<file path="src/rtl/fire8_squeeze_ofm_writer_if.sv">
// ---------------------------------------------------------------------------
// fire8_squeeze_ofm_writer_if
// Bundle between the fire8 squeeze layer (master) and its ofm RAM writer
// (slave).
//   fire8_squeeze_sample : one-cycle pulse, ofm valid in the same cycle
//   ofm[0:DSP_NO-1]      : parallel ofm words, WIDTH bits each
//   ram_we/addr/data     : RAM write port driven by the writer
//   ram_feedback         : one-cycle pulse, whole layer written
//   busy                 : writer is serialising a sample
//   overrun              : sticky, a sample was dropped
//   checksum             : (FIRE8_OFM_WRITER_CHECKSUM_EN only) sum of writes
// ---------------------------------------------------------------------------
interface fire8_squeeze_ofm_writer_if #(
    parameter int DSP_NO = 112,
    parameter int WIDTH  = 16,
    parameter int WOUT   = 8,
    parameter int ADDR_W = $clog2(DSP_NO * WOUT * WOUT)
);
    logic                    fire8_squeeze_sample;
    logic [WIDTH-1:0]        ofm [0:DSP_NO-1];
    logic                    ram_we;
    logic [ADDR_W-1:0]       ram_addr;
    logic [WIDTH-1:0]        ram_data;
    logic                    ram_feedback;
    logic                    busy;
    logic                    overrun;
`ifdef FIRE8_OFM_WRITER_CHECKSUM_EN
    logic [31:0]             checksum;
`endif

    // Squeeze-layer side.
    modport master (
        output fire8_squeeze_sample,
        output ofm,
        input  ram_we,
        input  ram_addr,
        input  ram_data,
        input  ram_feedback,
        input  busy,
        input  overrun
`ifdef FIRE8_OFM_WRITER_CHECKSUM_EN
        , input checksum
`endif
    );

    // Writer side.
    modport slave (
        input  fire8_squeeze_sample,
        input  ofm,
        output ram_we,
        output ram_addr,
        output ram_data,
        output ram_feedback,
        output busy,
        output overrun
`ifdef FIRE8_OFM_WRITER_CHECKSUM_EN
        , output checksum
`endif
    );
endinterface

</file>
<file path="src/rtl/fire8_squeeze_ofm_writer.sv">
// ---------------------------------------------------------------------------
// fire8_squeeze_ofm_writer
// Captures DSP_NO parallel ofm words per squeeze sample and writes them to
// the ofm RAM one word per cycle, channel-major (addr = ch*WOUT^2 + pix).
// After the last word of pixel WOUT^2-1 it pulses ram_feedback once and
// parks in DONE until reset.
// Ports:
//   clk  : clock, rising edge
//   rst  : synchronous reset, active-high
//   bus  : fire8_squeeze_ofm_writer_if.slave (sample/ofm in, RAM port,
//          ram_feedback, busy, overrun out)
// Optional: define FIRE8_OFM_WRITER_CHECKSUM_EN to add bus.checksum, the
// modulo-2^32 sum of every word written.
// ---------------------------------------------------------------------------
module fire8_squeeze_ofm_writer #(
    parameter int DSP_NO = 112,
    parameter int WIDTH  = 16,
    parameter int WOUT   = 8,
    parameter int ADDR_W = $clog2(DSP_NO * WOUT * WOUT)
) (
    input  logic                             clk,
    input  logic                             rst,
    fire8_squeeze_ofm_writer_if.slave        bus
);
    localparam int NPIX  = WOUT * WOUT;
    localparam int CH_W  = $clog2(DSP_NO);
    localparam int PIX_W = $clog2(NPIX);

    localparam logic [CH_W-1:0]   CH_LAST   = CH_W'(DSP_NO - 1);
    localparam logic [PIX_W-1:0]  PIX_LAST  = PIX_W'(NPIX - 1);
    localparam logic [ADDR_W-1:0] BASE_STEP = ADDR_W'(NPIX);

    typedef enum logic [1:0] {
        S_IDLE  = 2'd0,
        S_WRITE = 2'd1,
        S_DONE  = 2'd2
    } state_t;

    state_t              state_q, state_d;
    logic [CH_W-1:0]     ch_q, ch_d;
    logic [PIX_W-1:0]    pix_q, pix_d;
    logic [ADDR_W-1:0]   base_q, base_d;     // running ch*WOUT^2
    logic                overrun_q, overrun_d;
    logic                capture_s;
    logic [WIDTH-1:0]    shadow_q [0:DSP_NO-1];

    logic                ram_we_q, ram_we_d;
    logic [ADDR_W-1:0]   ram_addr_q, ram_addr_d;
    logic [WIDTH-1:0]    ram_data_q, ram_data_d;
    logic                feedback_q, feedback_d;
    logic                busy_q, busy_d;

    // Next-state, counter and output-lookahead logic.
    always_comb begin
        state_d    = state_q;
        ch_d       = ch_q;
        pix_d      = pix_q;
        base_d     = base_q;
        overrun_d  = overrun_q;
        capture_s  = 1'b0;
        feedback_d = 1'b0;

        case (state_q)
            S_IDLE: begin
                if (bus.fire8_squeeze_sample) begin
                    capture_s = 1'b1;
                    ch_d      = {CH_W{1'b0}};
                    base_d    = {ADDR_W{1'b0}};
                    state_d   = S_WRITE;
                end else begin
                    state_d   = S_IDLE;
                end
            end
            S_WRITE: begin
                if (ch_q == CH_LAST) begin
                    // Final channel of this pixel: advance the pixel.
                    pix_d  = pix_q + PIX_W'(1);
                    ch_d   = {CH_W{1'b0}};
                    base_d = {ADDR_W{1'b0}};
                    if (pix_q == PIX_LAST) begin
                        state_d    = S_DONE;
                        feedback_d = 1'b1;
                        if (bus.fire8_squeeze_sample) begin
                            overrun_d = 1'b1;
                        end else begin
                            overrun_d = overrun_q;
                        end
                    end else if (bus.fire8_squeeze_sample) begin
                        // Back-to-back capture, no gap cycle.
                        capture_s = 1'b1;
                        state_d   = S_WRITE;
                    end else begin
                        state_d   = S_IDLE;
                    end
                end else begin
                    ch_d   = ch_q + CH_W'(1);
                    base_d = base_q + BASE_STEP;
                    if (bus.fire8_squeeze_sample) begin
                        overrun_d = 1'b1;
                    end else begin
                        overrun_d = overrun_q;
                    end
                end
            end
            S_DONE: begin
                state_d = S_DONE;
            end
            default: begin
                state_d = S_IDLE;
            end
        endcase

        // RAM port is registered: compute the write for the coming cycle.
        busy_d   = (state_d == S_WRITE);
        ram_we_d = (state_d == S_WRITE);
        if (ram_we_d) begin
            ram_addr_d = base_d + ADDR_W'(pix_d);
            if (capture_s) begin
                ram_data_d = bus.ofm[0];
            end else begin
                ram_data_d = shadow_q[ch_d];
            end
        end else begin
            ram_addr_d = ram_addr_q;
            ram_data_d = ram_data_q;
        end
    end

    // State, counters and registered outputs.
    always_ff @(posedge clk) begin
        if (rst) begin
            state_q    <= S_IDLE;
            ch_q       <= {CH_W{1'b0}};
            pix_q      <= {PIX_W{1'b0}};
            base_q     <= {ADDR_W{1'b0}};
            overrun_q  <= 1'b0;
            ram_we_q   <= 1'b0;
            ram_addr_q <= {ADDR_W{1'b0}};
            ram_data_q <= {WIDTH{1'b0}};
            feedback_q <= 1'b0;
            busy_q     <= 1'b0;
        end else begin
            state_q    <= state_d;
            ch_q       <= ch_d;
            pix_q      <= pix_d;
            base_q     <= base_d;
            overrun_q  <= overrun_d;
            ram_we_q   <= ram_we_d;
            ram_addr_q <= ram_addr_d;
            ram_data_q <= ram_data_d;
            feedback_q <= feedback_d;
            busy_q     <= busy_d;
        end
    end

    // Shadow buffer: holds the captured sample while it is serialised.
    always_ff @(posedge clk) begin
        if (!rst && capture_s) begin
            shadow_q <= bus.ofm;
        end
    end

    assign bus.ram_we       = ram_we_q;
    assign bus.ram_addr     = ram_addr_q;
    assign bus.ram_data     = ram_data_q;
    assign bus.ram_feedback = feedback_q;
    assign bus.busy         = busy_q;
    assign bus.overrun      = overrun_q;

`ifdef FIRE8_OFM_WRITER_CHECKSUM_EN
    logic [31:0] checksum_q;

    // Running sum of written words, one cycle behind the write.
    always_ff @(posedge clk) begin
        if (rst) begin
            checksum_q <= 32'd0;
        end else if (ram_we_q) begin
            checksum_q <= checksum_q + 32'(ram_data_q);
        end
    end

    assign bus.checksum = checksum_q;
`endif
endmodule
</file>
<file path="src/flat_wrapper.sv">
// flat-port wrapper written by rule: the top's interface ports become plain ports
module fire8_squeeze_ofm_writer_flat 
#(
    parameter int DSP_NO = 112,
    parameter int WIDTH  = 16,
    parameter int WOUT   = 8,
    parameter int ADDR_W = $clog2(DSP_NO * WOUT * WOUT)
)
  (clk, rst, bus_fire8_squeeze_sample, bus_ofm, bus_ram_we, bus_ram_addr, bus_ram_data, bus_ram_feedback, bus_busy, bus_overrun);
  fire8_squeeze_ofm_writer_if #(.DSP_NO(DSP_NO), .WIDTH(WIDTH), .WOUT(WOUT), .ADDR_W(ADDR_W)) bus_i ();
  input  logic clk;
  input  logic rst;
  input wire logic [$bits(bus_i.fire8_squeeze_sample)-1:0] bus_fire8_squeeze_sample;
  input wire logic [$bits(bus_i.ofm)-1:0] bus_ofm;
  output wire logic [$bits(bus_i.ram_we)-1:0] bus_ram_we;
  output wire logic [$bits(bus_i.ram_addr)-1:0] bus_ram_addr;
  output wire logic [$bits(bus_i.ram_data)-1:0] bus_ram_data;
  output wire logic [$bits(bus_i.ram_feedback)-1:0] bus_ram_feedback;
  output wire logic [$bits(bus_i.busy)-1:0] bus_busy;
  output wire logic [$bits(bus_i.overrun)-1:0] bus_overrun;
  assign bus_i.fire8_squeeze_sample = bus_fire8_squeeze_sample;
  assign bus_i.ofm = {>>{bus_ofm}};
  assign bus_ram_we = bus_i.ram_we;
  assign bus_ram_addr = bus_i.ram_addr;
  assign bus_ram_data = bus_i.ram_data;
  assign bus_ram_feedback = bus_i.ram_feedback;
  assign bus_busy = bus_i.busy;
  assign bus_overrun = bus_i.overrun;
  fire8_squeeze_ofm_writer #(.DSP_NO(DSP_NO), .WIDTH(WIDTH), .WOUT(WOUT), .ADDR_W(ADDR_W)) u_core (.clk(clk), .rst(rst), .bus(bus_i));
endmodule
</file>
<file path="config.mk">
export PLATFORM = sky130hd
export DESIGN_NAME = fire8_squeeze_ofm_writer_flat
export DESIGN_NICKNAME = d
export VERILOG_FILES = /design/src/rtl/fire8_squeeze_ofm_writer_if.sv /design/src/rtl/fire8_squeeze_ofm_writer.sv /design/src/flat_wrapper.sv
export SDC_FILE = /design/constraint.sdc
export NUM_CORES = 2
export LEC_CHECK = 0
export ABC_CLOCK_PERIOD_IN_PS = 74000
export BUFFER_PORTS_ARGS = -buffer_cell sky130_fd_sc_hd__buf_2
export CAP_MARGIN = 20
export CORE_AREA = 3 3 710 712
export CTS_CLUSTER_SIZE = 8
export DETAILED_ROUTE_END_ITERATION = 6
export DIE_AREA = 0 0 713 715
export PLACE_DENSITY = 0.36
export SLEW_MARGIN = 0
export SYNTH_ARGS = -nofsm -noshare
export SYNTH_HDL_FRONTEND = slang
export SYNTH_SLANG_ARGS = --single-unit
</file>
<file path="constraint.sdc">
create_clock -name clk -period 74 [get_ports clk]
set_clock_uncertainty 0.2 [all_clocks]
set_input_delay 14.8 -clock clk [delete_from_list [all_inputs] [get_ports clk]]
set_output_delay 14.8 -clock clk [all_outputs]
set_load 0.02 [all_outputs]
</file>
# Word-level counts from Yosys, hierarchy flattened
# Cells that the tools add are included.
[word_totals] ff_bits=1852 latchBits=0 ramBits=0 rom_bits=0 inputBits=1795 output_inout_bits=33 wordCells=164 n_memories=0
[classes] add_sub_neg=4 n_mul=0 div_mod_pow=0 n_lt_le_gt_ge=1 eq_ne=6 n_shift=0 mux=24 bitwise=3 reduce_logical=5
[op_table] operator="16-bit binary-select mux with 7-bit select" n=1
[op_table] operator="16-bit 2-to-1 mux" n=3
[op_table] operator="13-bit 2-to-1 mux" n=2
[op_table] operator="13-bit case mux with 2 select lines" n=1
[op_table] operator="7-bit 2-to-1 mux" n=2
[op_table] operator="7-bit case mux with 2 select lines" n=1
[op_table] operator="13-bit by 6-bit adder with 13-bit output" n=1
[op_table] operator="13-bit by 7-bit adder with 13-bit output (second input constant)" n=1
[op_table] operator="6-bit 2-to-1 mux" n=2
[op_table] operator="8-bit >= comparator (second input constant)" n=1
[op_table] operator="1-bit 2-to-1 mux" n=8
[op_table] operator="7-bit inverter with 8-bit output" n=1
[op_table] operator="7-bit by 1-bit adder with 7-bit output (second input constant)" n=1
[op_table] operator="7-bit == test (second input constant)" n=1
[op_table] operator="6-bit by 1-bit adder with 6-bit output (second input constant)" n=1
[op_table] operator="6-bit == test (second input constant)" n=1
[op_table] operator="2-bit case mux with 3 select lines" n=1
[op_table] operator="2-bit by 1-bit == test with 1-bit output (second input constant)" n=2
[op_table] operator="2-bit 2-to-1 mux" n=2
[op_table] operator="3-bit OR reduction" n=1
[op_table] operator="2-bit == test (second input constant)" n=1
[op_table] operator="2-bit logical NOT" n=1
[op_table] operator="2-bit inequality test (second input constant)" n=1
[op_table] operator="1-bit inverter" n=2
[op_table] operator="other kinds (4)" n=4

# Depth between registers and ports, before layout
[depth] word_depth=8 depth_mapped=17 depth_no_buf=16

# Worst setup path before layout
# No wires, ideal clock.
[synth_timing] path_kind="input to register" start="input port bus_fire8_squeeze_sample" end="register u_core.shadow_q[0] in the netlist's numbering, enable pin" setup_time_ns=2.406 t_arrival_ns=55.847 required_ns=71.394 path_slack_ns=15.547 path_stages=4 path_buffers=1 cell_sequence="nand2b_1 > a21oi_1 > clkbuf_1 > and2_1"
[synth_between] elab_chain_len=5
[synth_lines] item="from (decl)" line_no="flat_wrapper.sv:13" source="input wire logic [$bits(bus_i.fire8_squeeze_sample)-1:0] bus_fire8_squeeze_sample;"
[synth_lines] item="1-bit 2-to-1 mux *" line_no="fire8_squeeze_ofm_writer.sv:65, fire8_squeeze_ofm_writer.sv:88"
[synth_lines] item="1-bit 2-to-1 mux" line_no="fire8_squeeze_ofm_writer.sv:80" source="if (pix_q == PIX_LAST) begin"
[synth_lines] item="1-bit 2-to-1 mux" line_no="fire8_squeeze_ofm_writer.sv:75" source="if (ch_q == CH_LAST) begin"
[synth_lines] item="1-bit case mux with 2 select lines *" line_no="fire8_squeeze_ofm_writer.sv:63" source="case (state_q)"
[synth_lines] item="1-bit logical AND *" line_no="fire8_squeeze_ofm_writer.sv:158" source="if (!rst && capture_s) begin"
[synth_lines] item="to (signal assigned)" line_no="fire8_squeeze_ofm_writer.sv:159" source="shadow_q <= bus.ofm;"
[synth_lines] item="to (decl)" line_no="fire8_squeeze_ofm_writer.sv:45" source="logic [WIDTH-1:0] shadow_q [0:DSP_NO-1];"
# Mark *: on every way between the ends. The rest lies on a longest branch, timed or not.
# A chain may end at the register's enable or synchronous reset.

# Final worst setup path
[layout_timing] start="input port bus_fire8_squeeze_sample" end="register u_core.ram_data_q[9], in the netlist u_core.bus.ram_data[9]"
[layout_between] elab_chain_len=7 word_cells_on_any_way=16 cone_classes="eq/ne: 1; mux: 14; bitwise: 1"
[layout_lines] item="7-bit 2-to-1 mux" line_no="fire8_squeeze_ofm_writer.sv:65" source="if (bus.fire8_squeeze_sample) begin"
[layout_lines] item="7-bit case mux with 2 select lines" line_no="fire8_squeeze_ofm_writer.sv:63"
[layout_lines] item="7-bit inverter with 8-bit output (not written as such)" line_no="fire8_squeeze_ofm_writer.sv:121" source="ram_data_d = shadow_q[ch_d];"
[layout_lines] item="16-bit binary-select mux with 7-bit select" line_no="fire8_squeeze_ofm_writer.sv:121"
[layout_lines] item="16-bit 2-to-1 mux (not written as such) (2 in series)" line_no="fire8_squeeze_ofm_writer.sv:121"
[layout_lines] item="16-bit 2-to-1 mux" line_no="fire8_squeeze_ofm_writer.sv:118" source="if (capture_s) begin"
[layout_lines] item="to (signal assigned)" line_no="fire8_squeeze_ofm_writer.sv:139" source="ram_data_q <= {WIDTH{1'b0}};"
[layout_lines] item="to (signal assigned)" line_no="fire8_squeeze_ofm_writer.sv:150" source="ram_data_q <= ram_data_d;"
[layout_lines] item="to (decl)" line_no="fire8_squeeze_ofm_writer.sv:49" source="logic [WIDTH-1:0] ram_data_q, ram_data_d;"
# Parallel ways exist; a longest one is shown, timed or not. The select of a mux whose other input is x is not followed.

==> results.toml <==
[synth]
synth_common_cells = "1792 x edfxtp_1, 1481 x nand2_1, 496 x nand3_1, 169 x a21oi_1, 167 x buf_2"
seq_area_frac_synth_pct = 74.9
synthCells = 5283
yosysMostFrequentCell = "edfxtp_1"
synth-seq-cells = 1852
synth_top_family_by_area = "simple AND/OR/NAND/NOR gates"
synthMuxAreaShare_pct = 2.64
yosysTopAreaCellShare_pct = 73.3
synthFlopType = "edfxtp_1"
async_reset_ff_share_pct = 0
synth_enable_flop_cells = 1792
synth_top_area_cell = "edfxtp_1"
synth_compound_area_share_pct = 6.05
syn_nets = 7088
synthSimpleGateAreaFrac_pct = 13.5
synthAdderAreaFrac_pct = 0.181
synth_cell_type_count = 78
synth.cell_area_sq_mm = 0.0734
syn_area_per_cell_sq_um = 13.9
synthTopCellsByArea = "edfxtp_1 73%, nand2_1 7.6%, nand3_1 3.4%"
ys_warn_count = 0
synth_xor_area_share_pct = 0.215

[global_routing]
grt_overflow_total = 0
grt_use_met1_pct = 22.7
busiest_layer = "met2"
antenna_found_initial = 522
grt_pass1_vias = 57430
grt_use_met2_pct = 32.7
grt_use_total_pct = 18.6
met3_usage_pct = 4.28
grt_pass1_wl_mm = 615
grt_max_degree = 191

[clock_network]
ctsHoldBuffers = 0
cts-root-buf = "clkbuf_16"
cts_max_path_buffers = 4
h-tree-depth = 5
insertion_delay_ns = 0.92
post_cts_buffers = 0
cts_buffers = 279
clock_sinks = 1852
post_cts_resized = 0
path_clk_slew_ns = 0.05
cts_tree = "yes"

[power_and_ir_drop]
power.density_mw_per_mm2 = 27.3
ir_worst_vdd_uv = 17.2
clkPwrFrac_pct = 44.2
p_sw_uw = 738
power.share.combinational_pct = 11.4
switching_share_pct = 26.9
p_seq_share_pct = 44.4
power.leakage_uw = 0.0365
p_int_uw = 2000

[detailed_routing]
vias = 56903
wirelength_mm = 494
drt_iter0_drc = 5347
vias_per_cell = 4.01
dr.pass1.iters = 5
wl_per_cell_um = 34.8
drc = 0
ant_nets = 0

[setup_path]
worstPathArrival_ns = 21.19
cp-end-kind = "flip-flop"
cp_data_required_time_ns = 74.54
critPathKind = "input port to flip-flop"
critPathLaunchType = "input port"
crit_slowest_cell = "a31oi_1"
timing.critical_path.mode_cell = "buf_4"
crit_path_cell_trace = "buf_2, nand2b_1, a22oi_4, a22o_4, buf_4, buf_4, buf_4, buf_4, a311oi_1, a31oi_1, o22ai_1, a211oi_1, a211oi_1"
max_stage_delay_ns = 0.98
crit_fanout = 50

[placement]
portBuffers = 1827
dp_hpwl_mm = 390
finalWeightedCongestion = 0.851

[timing]
finalMaxSlewViolations = 2
fin_hold_ws_ns = 0.255
max_freq_mhz = 48.4
max_slew.worst_pin.slew_ns = 1.57
setup_tns_ns = 0
maxSlewHeadroom_pct = -4.70
post-route-period-util_pct = 27.9
finalCriticalPeriod_ns = 20.64
hold_viol = 0
setup_viol = 0
rsz0062_at_grt = "false"

[floorplan]
io_pins = 1828
rows = 259
start_util_pct = 14.8
core_area_sq_mm = 0.498
die_y_um = 715
dieArea_sq_mm = 0.510
die_w_um = 713

[outcome]
status = "finished, violations left"
violations = "slew limit"

[job]
max-cap-violations = 0

[hold_path]
hp-class = "flip-flop to flip-flop"

[layout]
final_nets = 9076
drive_gt1_share_pct = 34.7
syn_to_final_growth_pct = 36.6
## final cells by class
cell class              count  area (sq um)
diodes                    161           403
clock buffers             347          7400
fillers                 54353        397000
multi-input cells        3085         17400
well taps                6655          8330
repair buffers           2048         11100
clock inverters            38           592
inverters                   5          18.8
flip-flops and latches   1852         55000
## stage by stage
step | utilization [%] | setup WS (ns) | total power, uW | std cells | cell area (sq um)
4_1_cts | 20.1 | 53.55 | 2790 | 14024 | 99800
5_1_grt | 20.1 | 53.28 | 2840 | 14091 | 100000
6_report | 20.2 | 53.36 | 2740 | 14191 | 100000
3_3_place_gp | 18.4 | 52.37 | 1560 | 13613 | 91500
3_5_place_dp | 18.5 | 52.50 | 1560 | 13639 | 91800
2_1_floorplan | - | 15.55 | 1440 | 5283 | 73400
## critical path, delay by kind of cell
family                 cells  cell delay (ns)
buffers and inverters      5             2.71
AOI/OAI and AO/OA          7             3.22
and+or+nand+nor            1             0.18
## cells in the final DEF, fill, tap and decap left out, drive strengths merged, types with 9 or more instances in the layout
master	synthesis	final
and3	139	139
diode	0	161
a32o	14	14
nand4	31	31
a311oi	83	83
o21ai	49	49
nor2b	9	9
xnor2	10	10
a21oi	173	173
a221oi	21	21
o22ai	20	20
a32oi	19	19
mux2i	68	68
and2	23	23
buf	261	2046
nand3	496	496
nor2	54	54
mux4	55	55
nand2	1484	1484
inv	4	12
nor3	30	30
clkinv	1	27
ha	9	9
edfxtp	1792	1792
a211oi	40	40
a22oi	13	13
dfxtp	60	60
a2111oi	19	19
o221ai	17	17
a21o	9	9
a31oi	91	91
clkbuf	80	349
## power groups by stage
stage | logic (uW) | registers (uW) | clock network [uW]
after detailed placement | 324 | 1240 | 0
after floorplan | 124 | 1310 | 0
after global routing | 337 | 1220 | 1290
after CTS | 325 | 1220 | 1250
after global placement | 322 | 1240 | 0
final | 313 | 1220 | 1210
## worst paths after layout
kind	from	endpoint	slack [ns]	cells after the start
max	bus_fire8_squeeze_sample	u_core.bus.ram_data[9]$_SDFFE_PP0P_	53.36	13
min	u_core.bus.ram_addr[3]$_SDFFE_PP0P_	u_core.bus.ram_addr[3]$_SDFFE_PP0P_	0.26	2
max reg2reg	u_core.state_q[1]$_SDFF_PP0_	u_core.bus.ram_data[9]$_SDFFE_PP0P_	66.51	12
min reg2reg	u_core.bus.ram_addr[3]$_SDFFE_PP0P_	u_core.bus.ram_addr[3]$_SDFFE_PP0P_	0.26	2
## layer usage
layer	vias to the layer above	wire length, um
met1	28618	198000
met3	1100	33900
met2	3052	245000
met4	174	15200
li1	23959	-
met5	-	1110
## registers in the layout, indices dropped and copies added (netlist names), 2 cells and up
signal / count
u_core.base_q: 13
u_core.bus.ram_addr: 13
u_core.bus.ram_data: 16
u_core.ch_q: 7
u_core.pix_q: 6
u_core.shadow_q: 1792
u_core.state_q: 2
## logic make-up after synthesis
kind of cell / count (synthesis)
AND/OR/NAND/NOR: 2300
flip-flops: 1852
AO/OA/AOI/OAI: 632
buffers and inverters: 346
multiplexers: 125
XOR/XNOR: 18
adder cells (fa/ha/maj): 10
(Power assumes the default switching activity.)
